**src/rtl/lcd_frame_reader.sv**
```systemverilog
// lcd_frame_reader: LCD raster timing plus read-FIFO consumer for the SDRAM frame buffer.
// Define LCD_TEST_PATTERN_EN to replace FIFO pixels with 8 vertical colour bars.
module lcd_frame_reader #(
    parameter int H_DISP  = 640,
    parameter int H_FRONT = 16,
    parameter int H_SYNC  = 96,
    parameter int H_BACK  = 48,
    parameter int V_DISP  = 480,
    parameter int V_FRONT = 10,
    parameter int V_SYNC  = 2,
    parameter int V_BACK  = 33,
    parameter int DSIZE   = 32
) (
    input  logic             CLK,
    input  logic             RESET,
    input  logic             SDRAM_INIT_DONE,
    input  logic [DSIZE-1:0] RD_DATA,
    output logic             RD,
    output logic             RD_LOAD,
    output logic             SDRAM_READ_VALID,
    output logic             LCD_HS,
    output logic             LCD_VS,
    output logic             LCD_DE,
    output logic [23:0]      LCD_RGB
);
    localparam int H_TOTAL = H_SYNC + H_BACK + H_DISP + H_FRONT;
    localparam int V_TOTAL = V_SYNC + V_BACK + V_DISP + V_FRONT;
    localparam int HA_S    = H_SYNC + H_BACK;
    localparam int HA_E    = HA_S + H_DISP;
    localparam int VA_S    = V_SYNC + V_BACK;
    localparam int VA_E    = VA_S + V_DISP;

    typedef enum logic [1:0] {IDLE, WAIT_FRAME, RUN} state_t;

    state_t      state, state_nxt;
    logic [11:0] h_cnt, v_cnt;
    logic        h_end, v_end, act, run;
    logic        hs1, vs1, de1;
    logic [23:0] rgb_nxt;

    assign h_end = h_cnt == 12'(H_TOTAL - 1);
    assign v_end = v_cnt == 12'(V_TOTAL - 1);
    assign act   = h_cnt >= 12'(HA_S) && h_cnt < 12'(HA_E) && v_cnt >= 12'(VA_S) && v_cnt < 12'(VA_E);
    assign run   = state == RUN;

    always_ff @(posedge CLK) begin
        if (RESET) begin
            h_cnt <= '0;
            v_cnt <= '0;
        end else begin
            h_cnt <= h_end ? '0 : h_cnt + 12'd1;
            if (h_end)
                v_cnt <= v_end ? '0 : v_cnt + 12'd1;
        end
    end

    always_ff @(posedge CLK) begin
        if (RESET)
            state <= IDLE;
        else
            state <= state_nxt;
    end

    // RUN is only entered on a frame boundary so the FIFO rewind lines up with pixel 0
    always_comb begin
        state_nxt        = state;
        SDRAM_READ_VALID = 1'b0;
        case (state)
            IDLE:       if (SDRAM_INIT_DONE) state_nxt = WAIT_FRAME;
            WAIT_FRAME: begin
                SDRAM_READ_VALID = 1'b1;
                if (h_end && v_end) state_nxt = RUN;
            end
            RUN:        SDRAM_READ_VALID = 1'b1;
            default:    state_nxt = IDLE;
        endcase
    end

`ifdef LCD_TEST_PATTERN_EN
    localparam int BAR_W = H_DISP >= 8 ? H_DISP / 8 : 1;

    logic [11:0] x1, bar;
    logic [2:0]  bi;
    logic        unused_data;

    assign RD          = 1'b0;
    assign unused_data = ^{RD_DATA, run};
    assign bar         = x1 / 12'(BAR_W);
    assign bi          = bar > 12'd7 ? 3'd7 : bar[2:0];
    assign rgb_nxt     = de1 ? {{8{~bi[1]}}, {8{~bi[2]}}, {8{~bi[0]}}} : 24'h0;

    always_ff @(posedge CLK) begin
        if (RESET)
            x1 <= '0;
        else
            x1 <= h_cnt - 12'(HA_S);
    end
`else
    logic unused_data;

    assign RD          = act && run;
    assign unused_data = ^RD_DATA[DSIZE-1:24];
    assign rgb_nxt     = de1 && run ? RD_DATA[23:0] : 24'h0;
`endif

    // Two register stages so DE/syncs match the one-cycle FIFO read latency plus the RGB register
    always_ff @(posedge CLK) begin
        if (RESET) begin
            hs1     <= 1'b1;
            vs1     <= 1'b1;
            de1     <= 1'b0;
            LCD_HS  <= 1'b1;
            LCD_VS  <= 1'b1;
            LCD_DE  <= 1'b0;
            LCD_RGB <= '0;
            RD_LOAD <= 1'b0;
        end else begin
            hs1     <= h_cnt >= 12'(H_SYNC);
            vs1     <= v_cnt >= 12'(V_SYNC);
            de1     <= act;
            LCD_HS  <= hs1;
            LCD_VS  <= vs1;
            LCD_DE  <= de1;
            LCD_RGB <= rgb_nxt;
            RD_LOAD <= v_cnt == 12'd0;
        end
    end
endmodule

```
**config.mk**
```make
export PLATFORM = sky130hd
export DESIGN_NAME = lcd_frame_reader
export DESIGN_NICKNAME = d
export VERILOG_FILES = /design/src/rtl/lcd_frame_reader.sv
export SDC_FILE = /design/constraint.sdc
export NUM_CORES = 1
export LEC_CHECK = 0
export ABC_AREA = 1
export ABC_CLOCK_PERIOD_IN_PS = 2950
export CAP_MARGIN = 20
export CORE_MARGIN = 10
export CORE_UTILIZATION = 52
export DETAILED_ROUTE_END_ITERATION = 8
export PLACE_DENSITY = 0.95
export SYNTH_ARGS = -nofsm -noshare
export SYNTH_HDL_FRONTEND = slang
export SYNTH_SLANG_ARGS = --single-unit
```
**constraint.sdc**
```tcl
create_clock -name CLK -period 2.95 [get_ports CLK]
set_input_delay 0.4425 -clock CLK [delete_from_list [all_inputs] [get_ports CLK]]
set_output_delay 0.4425 -clock CLK [all_outputs]
set_load 0.005 [all_outputs]
```
==> reports/results.txt, run 1 <==
The hold violation count in the final report is 0. After layout, the worst setup slack is 450.5 ps. The biggest area contributor in the post-synthesis netlist is sky130_fd_sc_hd__dfxtp_1. After detailed placement, the total cell area comes to 3082 µm².

The via count came out at 2340. The number of setup violations in the final report was 0. The run gives 0 as the total DRC errors in the routed layout. Port buffering added 56 buffers. The share of final-layout standard cells stronger than drive strength 1 works out to 10.05%. Once detailed placement completed, the half-perimeter wirelength came to 4.895 mm. The part of the cycle the worst path needs was 84.73%. The flow ran to the end, and the final reports show no timing, DRC or antenna violations.

Counting every sink on the clock net gives 57. In the final layout, flip-flops and latches occupy 1141 µm². In this run the critical register-to-register path is launched from h_cnt[0]. Most frequent cell after synthesis: sky130_fd_sc_hd__nor2_1. The tools report the largest vdd supply drop as 0.0004688 V. Following the worst setup path forward leads to its endpoint at RD.

By area the synthesized netlist is led by sky130_fd_sc_hd__dfxtp_1 (46%), sky130_fd_sc_hd__nor2_1 (9.5%), sky130_fd_sc_hd__inv_1 (8.9%). The worst-case register-to-register setup slack was 1240 ps; the area of all placed cells without fillers was 3292 µm². The H-tree generated during clock tree synthesis spans 3 levels. For the effective utilization at floorplan, the log shows 53.23%. Setup repair after global routing left no endpoint under its margin. After synthesis, the netlist uses 31 different library cells. The logs give 0 for the warning count from the yosys run and 2060 ps for the data arrival at the endpoint of the critical path.

The number of nets in the final layout is 436. The die covers 7934 µm². Highest fanout seen on the critical path: 5.

Synthesis handed over a netlist of 331 instances. The run gives 25 as the maximum number of pins on one net before global-route repair. In this run the static leakage power is 1.407 nW. For the global-route congestion overflow total, the log shows 0. For the worst setup path, the data required time is 2510 ps. The min-delay analysis places its worst path in the category reg2reg.

Gates resized during post-CTS repair numbered 0. Counting the fill cells in the layout gives 337. For the number of slew-limit violations in the final report, the log shows 0. Excluding fillers, the count of instances in the completed layout stands at 452. Sequential cells were found to cover 45.99% of the synthesized design area. The worst setup path is captured at a primary output. The tools report the number of antenna diodes as 0.

Derived from the worst setup path, the maximum achievable clock frequency is 0.4001 GHz. At the later pin of the worst-skew pair, clock insertion delay measures 350 ps. The tools report the reg-to-reg critical path endpoint as h_cnt[9]. The total of max-cap violations was 0; the growth of design area from synthesis to finish was 32.68%. After clock tree synthesis, the clock-pin slew on the worst setup and hold paths is 70 ps. In this run the power density over the cells is 536.1 nW/µm².

The tools report the antenna violation net count after detailed routing as 0. Launching element type of the critical path: a register. For this design, the CTS-stage hold fixing added 0 buffers. The run gives 221 as the first-iteration detailed-routing DRC count. Kind of critical path: reg2out. Number of top-level pins: 65. The proportion of netlist area held by the largest area contributor is 45.99%. The run gives 2 as the number of buffers between clock root and the deepest sink. The worst-case clock skew was 9.004 ps; the total setup buffers inserted after CTS was 0. The synthesized design contains 57 register bits. Among all flip-flop cells after synthesis, the most frequent one is sky130_fd_sc_hd__dfxtp_1.

The transition time of the tightest slew-check pin is 483.3 ps, and the die height is 89.08 µm. For this run, the detailed router's first-pass iteration total came to 4. The floorplan die width works out to 89.08 µm.

Routability-driven placement finished with a final weighted congestion of 0.8732. The number of antenna violations at the first check in global routing was 0. The number of vias per cell was 5.177.

For this run, asynchronously set or reset flops after synthesis account for 0%. Clock tree synthesis selected as its root buffer the cell sky130_fd_sc_hd__clkbuf_8. The worst slack at placement is 801.5 ps, and the number of cells after detailed placement is 436.

The final critical-path required period is 2499 ps. The first global-routing pass estimated 10.37 mm of wire. The area of combinational cells with multiple inputs came out at 1065 µm².

TritonCTS built the clock tree. Tracing the worst setup path back leads to its startpoint at v_cnt[0]. In this run the cell area of the synthesized design comes to 2481 µm². In this run the core area contains 25 standard-cell rows. The core area came out at 4661 µm². The commonest cells after synthesis are sky130_fd_sc_hd__nor2_1 (63), sky130_fd_sc_hd__inv_1 (59), sky130_fd_sc_hd__dfxtp_1 (57). In this run, synthesis inferred 0 flip-flops with an integrated enable.

Summed over all failing endpoints, the final setup total negative slack is 0 ps. Global routing consumed, over all layers together, 16.77% of the routing resources. For the worst slew margin relative to its limit, the log shows 67.68%. Dividing the detail-routed wire length by the instance count gives 14.15 µm. The number of cells on the worst reg-to-reg path came out at 8.

The run gives 374 as the total nets after synthesis. The number of buffers created by CTS is 9, and the via count of the first global-routing pass is 2305. The mean instance size in the synthesized netlist came out at 7.496 µm². The routed design has 6.395 mm of wire. The tools report the total power consumption of the routed design as 0.001765 W.
-- logic make-up (layout without fill, tap and decap cells) --
| family | count (synthesis) | after routing | share of synthesized area (%) |
|---|---|---|---|
| XOR/XNOR | 2 | 2 | 0.7061 |
| AND/OR/NAND/NOR | 162 | 162 | 31.42 |
| buffers and inverters | 70 | 137 | 11.09 |
| AO/OA/AOI/OAI | 32 | 32 | 6.758 |
| flip-flops | 57 | 57 | 45.99 |
| adder cells (fa/ha/maj) | 8 | 8 | 4.034 |
-- registers in the layout, summed over array words and instances, names as in the netlist --
signal / count
LCD_VS: 1
hs1: 1
v_cnt: 12
h_cnt: 12
state: 2
LCD_HS: 1
vs1: 1
LCD_DE: 1
de1: 1
LCD_RGB: 24
RD_LOAD: 1
-- cell usage in the layout, fill, tap and decap left out, types with 2 or more instances in the layout --
master,Yosys,routed
sky130_fd_sc_hd__a21oi_1,16,16
sky130_fd_sc_hd__and3_1,2,2
sky130_fd_sc_hd__bufinv_16,0,2
sky130_fd_sc_hd__clkbuf_8,0,9
sky130_fd_sc_hd__clkdlybuf4s50_1,0,56
sky130_fd_sc_hd__clkinv_2,0,3
sky130_fd_sc_hd__dfxtp_1,57,57
sky130_fd_sc_hd__ha_1,8,8
sky130_fd_sc_hd__inv_1,59,59
sky130_fd_sc_hd__inv_2,5,5
sky130_fd_sc_hd__nand2_1,42,42
sky130_fd_sc_hd__nand2_2,4,4
sky130_fd_sc_hd__nand3_1,17,17
sky130_fd_sc_hd__nand3_2,2,2
sky130_fd_sc_hd__nand4_1,8,8
sky130_fd_sc_hd__nor2_1,63,63
sky130_fd_sc_hd__nor2_2,3,3
sky130_fd_sc_hd__nor2_4,4,4
sky130_fd_sc_hd__nor3_1,8,8
sky130_fd_sc_hd__nor3b_1,2,2
sky130_fd_sc_hd__o21ai_0,10,10
sky130_fd_sc_hd__o21ai_1,3,3
sky130_fd_sc_hd__or2_2,3,3
sky130_fd_sc_hd__xor2_1,2,2
-- area by class of cell --
type                    instances  area share, %
clock inverters                 6          2.509
flip-flops and latches         57          34.66
clock buffers                  10          3.877
inverters                      64          7.298
well taps                      54          2.052
repair buffers                 57          17.26
multi-input cells             204          32.35
-- worst min path at each step --
stage,startpoint,endpoint,slack [ps],cells after the start
2_1_floorplan,hs1,LCD_HS,390,1
3_3_place_gp,vs1,LCD_VS,400,1
3_5_place_dp,hs1,LCD_HS,410,1
4_1_cts,hs1,LCD_HS,420,1
5_1_grt,hs1,LCD_HS,430,1
6_report,hs1,LCD_HS,420,1
-- per-layer routing --
metal | wire length, µm | global-route usage (%) | vias to the layer above
met5 | 0 | 0 | -
met1 | 2208 | 15.89 | 1095
met4 | 150 | 6.214 | 0
met3 | 374 | 5.561 | 14
met2 | 3661 | 32.51 | 86
li1 | - | - | 1145
-- critical path: stages, from the launching register on --
cell                              delay, ps
sky130_fd_sc_hd__dfxtp_1                420
sky130_fd_sc_hd__ha_1                   280
sky130_fd_sc_hd__nor3_1                  70
sky130_fd_sc_hd__o21ai_0                180
sky130_fd_sc_hd__nand3_1                120
sky130_fd_sc_hd__nor2_1                 100
sky130_fd_sc_hd__clkdlybuf4s50_1        540
-- through the flow --
step | hold slack (ps) | util, %
after floorplan | 389.5 | -
after global placement | 395.4 | 66.12
after detailed placement | 405.2 | 66.12
after CTS | 422.4 | 70.63
after global routing | 430.5 | 70.63
final | 415.8 | 70.63
-- where the power goes --
part           leakage [nW]  switching, W  internal, W
sequential            0.462     0.0000119     0.000789
combinational         0.839     0.0000898    0.0000938
clock                 0.106      0.000310     0.000470
total                  1.41      0.000412      0.00135
Power figures use the tool's default switching activity.
==> inputs of run 2 (changes only) <==
ABC_CLOCK_PERIOD_IN_PS = 2250   (was 2950)
CORE_UTILIZATION = 43   (was 52)
PLACE_DENSITY = 0.85   (was 0.95)
clock period = 2.25 ns   (was 2.95 ns; I/O delays follow)
==> run 2 against run 1 <==
- design area rose by 1.9%
- sequential share of layout area decreased by 0.60 points
- cell count grew 4.2%
- global-route usage decreased by 3.3 points
- die area rose by 16%
==> reports/results.txt, run 2 (synthesis gave the netlist of run 1 again) <==
The tightest min-delay check is of the reg2reg type. Static timing analysis puts the maximum clock frequency at 0.4821 GHz. Subtracting the final worst setup slack from the clock period gives 2074 ps. The wire length of the first global-routing pass is 9.756 mm. After floorplanning, the core was divided into 27 placement rows. Port buffering added 56 buffers. The floorplan step defined a core boundary enclosing 5540 µm². Global routing finished with a remaining overflow of 0. Clock tree synthesis selected as its root buffer the cell sky130_fd_sc_hd__clkbuf_8. The number of slew-limit violations in the final report was 0; the data arrival at the endpoint of the critical path was 1740 ps. The top cell types in the final layout, fill and taps aside, are sky130_fd_sc_hd__nor2_1 (62), sky130_fd_sc_hd__inv_1 (59), sky130_fd_sc_hd__dfxtp_1 (56). Routability-driven placement finished with a final weighted congestion of 0.8845.

The number of cells traversed by the worst hold path is 1. The run gives 4.416 mm as the HPWL after detailed placement. Measured along the x axis, the die boundary spans 95.96 µm. STA classifies the critical path startpoint as a register.

The design draws 0.002371 W. TritonCTS built the clock tree. The flow ran to the end, and the final reports show no timing, DRC or antenna violations. Leaving out fill and tap cells, the most frequent cell in the layout is sky130_fd_sc_hd__nor2_1. The largest vdd supply drop was 0.0006381 V. Entering global routing, the biggest net connects 25 pins.

The number of vias per cell came out at 4.771. The effective utilization at floorplan is 44.78%. Clock-pin slew was measured on the worst setup and hold paths at 60 ps. In the routed design, unresolved DRC markers number 0. Counting every sink on the clock net gives 57.

The hold violation count in the final report came out at 0. The number of setup violations in the final report was 0. The number of cells on the worst reg-to-reg path was 8; the antenna violation net count after detailed routing was 0. Summed over all failing endpoints, the final setup total negative slack is 0 ps. At the pin with the least slew margin, the transition time is 400.6 ps. TritonCTS created 9 clock buffers. The pre-antenna-repair detailed-routing pass consisted of 4 iterations. The number of H-tree levels came out at 3.

In this run the deepest clock path goes through 2 buffers. Buffers added to address setup during post-CTS repair amount to 0. The number of nets in the final layout is 438. For this design the top-level I/O count stands at 65. Die height: 95.96 µm. The routed layout has 2247 vias.

Post-detailed-route wirelength per cell: 12.70 µm. For the number of antenna violations at the first check in global routing, the log shows 0. The tools report the total of max-cap violations as 0. The analysis attributes to cell leakage a power of 1.430 nW. In the final layout, the share of cells above drive strength 1 is 11.03%. STA classifies the critical path endpoint as a primary output. From synthesis to final layout, the design area changed by 35.15%. The detailed router finished its first iteration with 164 violations.

The setup path with the least slack is of type reg2out. The register with the most flip-flops in the final layout is LCD_RGB. Measured against its own limit, the worst slew margin works out to 73.23%. The clock reaches the later pin of the worst-skew pair after 330 ps. At the worst endpoint, the required time is 1910 ps. The worst-case clock skew was 4.517 ps. The via count of the first global-routing pass was 2149; the number of antenna diodes was 0.

Setup repair after global routing left no endpoint under its margin. The number of flip-flops under the largest register name is 24, and the final standard cell utilization of the core is 60.52%. Of the available clock period, the critical path in the final layout requires 92.18%. Power spread over the standard cell area amounts to 707.1 nW/µm². The die area came out at 9208 µm². Highest fanout seen on the critical path: 5. For this run, the total global-route usage over all layers was measured as 13.48%.

The largest registers in the layout are LCD_RGB x24, h_cnt x12, v_cnt x12. The total detailed-routing wirelength came out at 5.982 mm. The run gives 412.0 ps as the final worst hold slack.
## run 2: repair_timing
item | 4_1_cts | 5_1_grt
endpoints found under the setup margin | 1 | 1
resized for setup | 3 | 1
hold buffers | 0 | 0
## run 2: where the power goes
part           total [W]  switching, W  internal [W]  leakage (nW)
Sequential       0.00105     0.0000157       0.00103         0.462
Combinational   0.000235      0.000111      0.000123         0.852
Clock            0.00109      0.000377      0.000708         0.116
## run 2: path summary, 6_finish.rpt
check | startpoint | endpoint | slack [ps]
worst max-delay path | v_cnt[1] | RD | 180
worst min-delay path | hs1 | LCD_HS | 410
worst max register to register | h_cnt[0] | h_cnt[8] | 560
worst min register to register | hs1 | LCD_HS | 410
## run 2: layout make-up
type                            instances  area [µm²]
Clock buffer                           13       168.9
Inverter                               64       240.2
Sequential cell                        57        1142
Timing Repair Buffer                   59       581.8
Fill cell                             493        2187
Clock inverter                          2       60.06
Multi-Input combinational cell        204        1070
Tap cell                               72       90.09
## run 2: stage by stage
stage	instances	cell area, µm²	setup slack [ps]
2_1_floorplan	331	2481	863.2
3_3_place_gp	456	3119	219.9
3_5_place_dp	456	3119	226.7
4_1_cts	471	3351	160.7
5_1_grt	471	3353	6.124
6_report	471	3353	176.0
## run 2: worst max-delay path, stage by stage (launching register included)
cell and delay (ps):
sky130_fd_sc_hd__dfxtp_1 400, sky130_fd_sc_hd__ha_2 250, sky130_fd_sc_hd__nor3_1 60, sky130_fd_sc_hd__o21ai_0 180, sky130_fd_sc_hd__nand3_1 140, sky130_fd_sc_hd__nor2_1 100, sky130_fd_sc_hd__dlygate4sd2_1 260
## run 2: routing by layer
layer	vias up	share of wire, %	global-route usage (%)
met1	1042	39	13.89
met4	0	1.4	4.300
met2	49	54	24.10
li1	1148	-	-
met3	8	5.5	5.837
met5	-	0	0
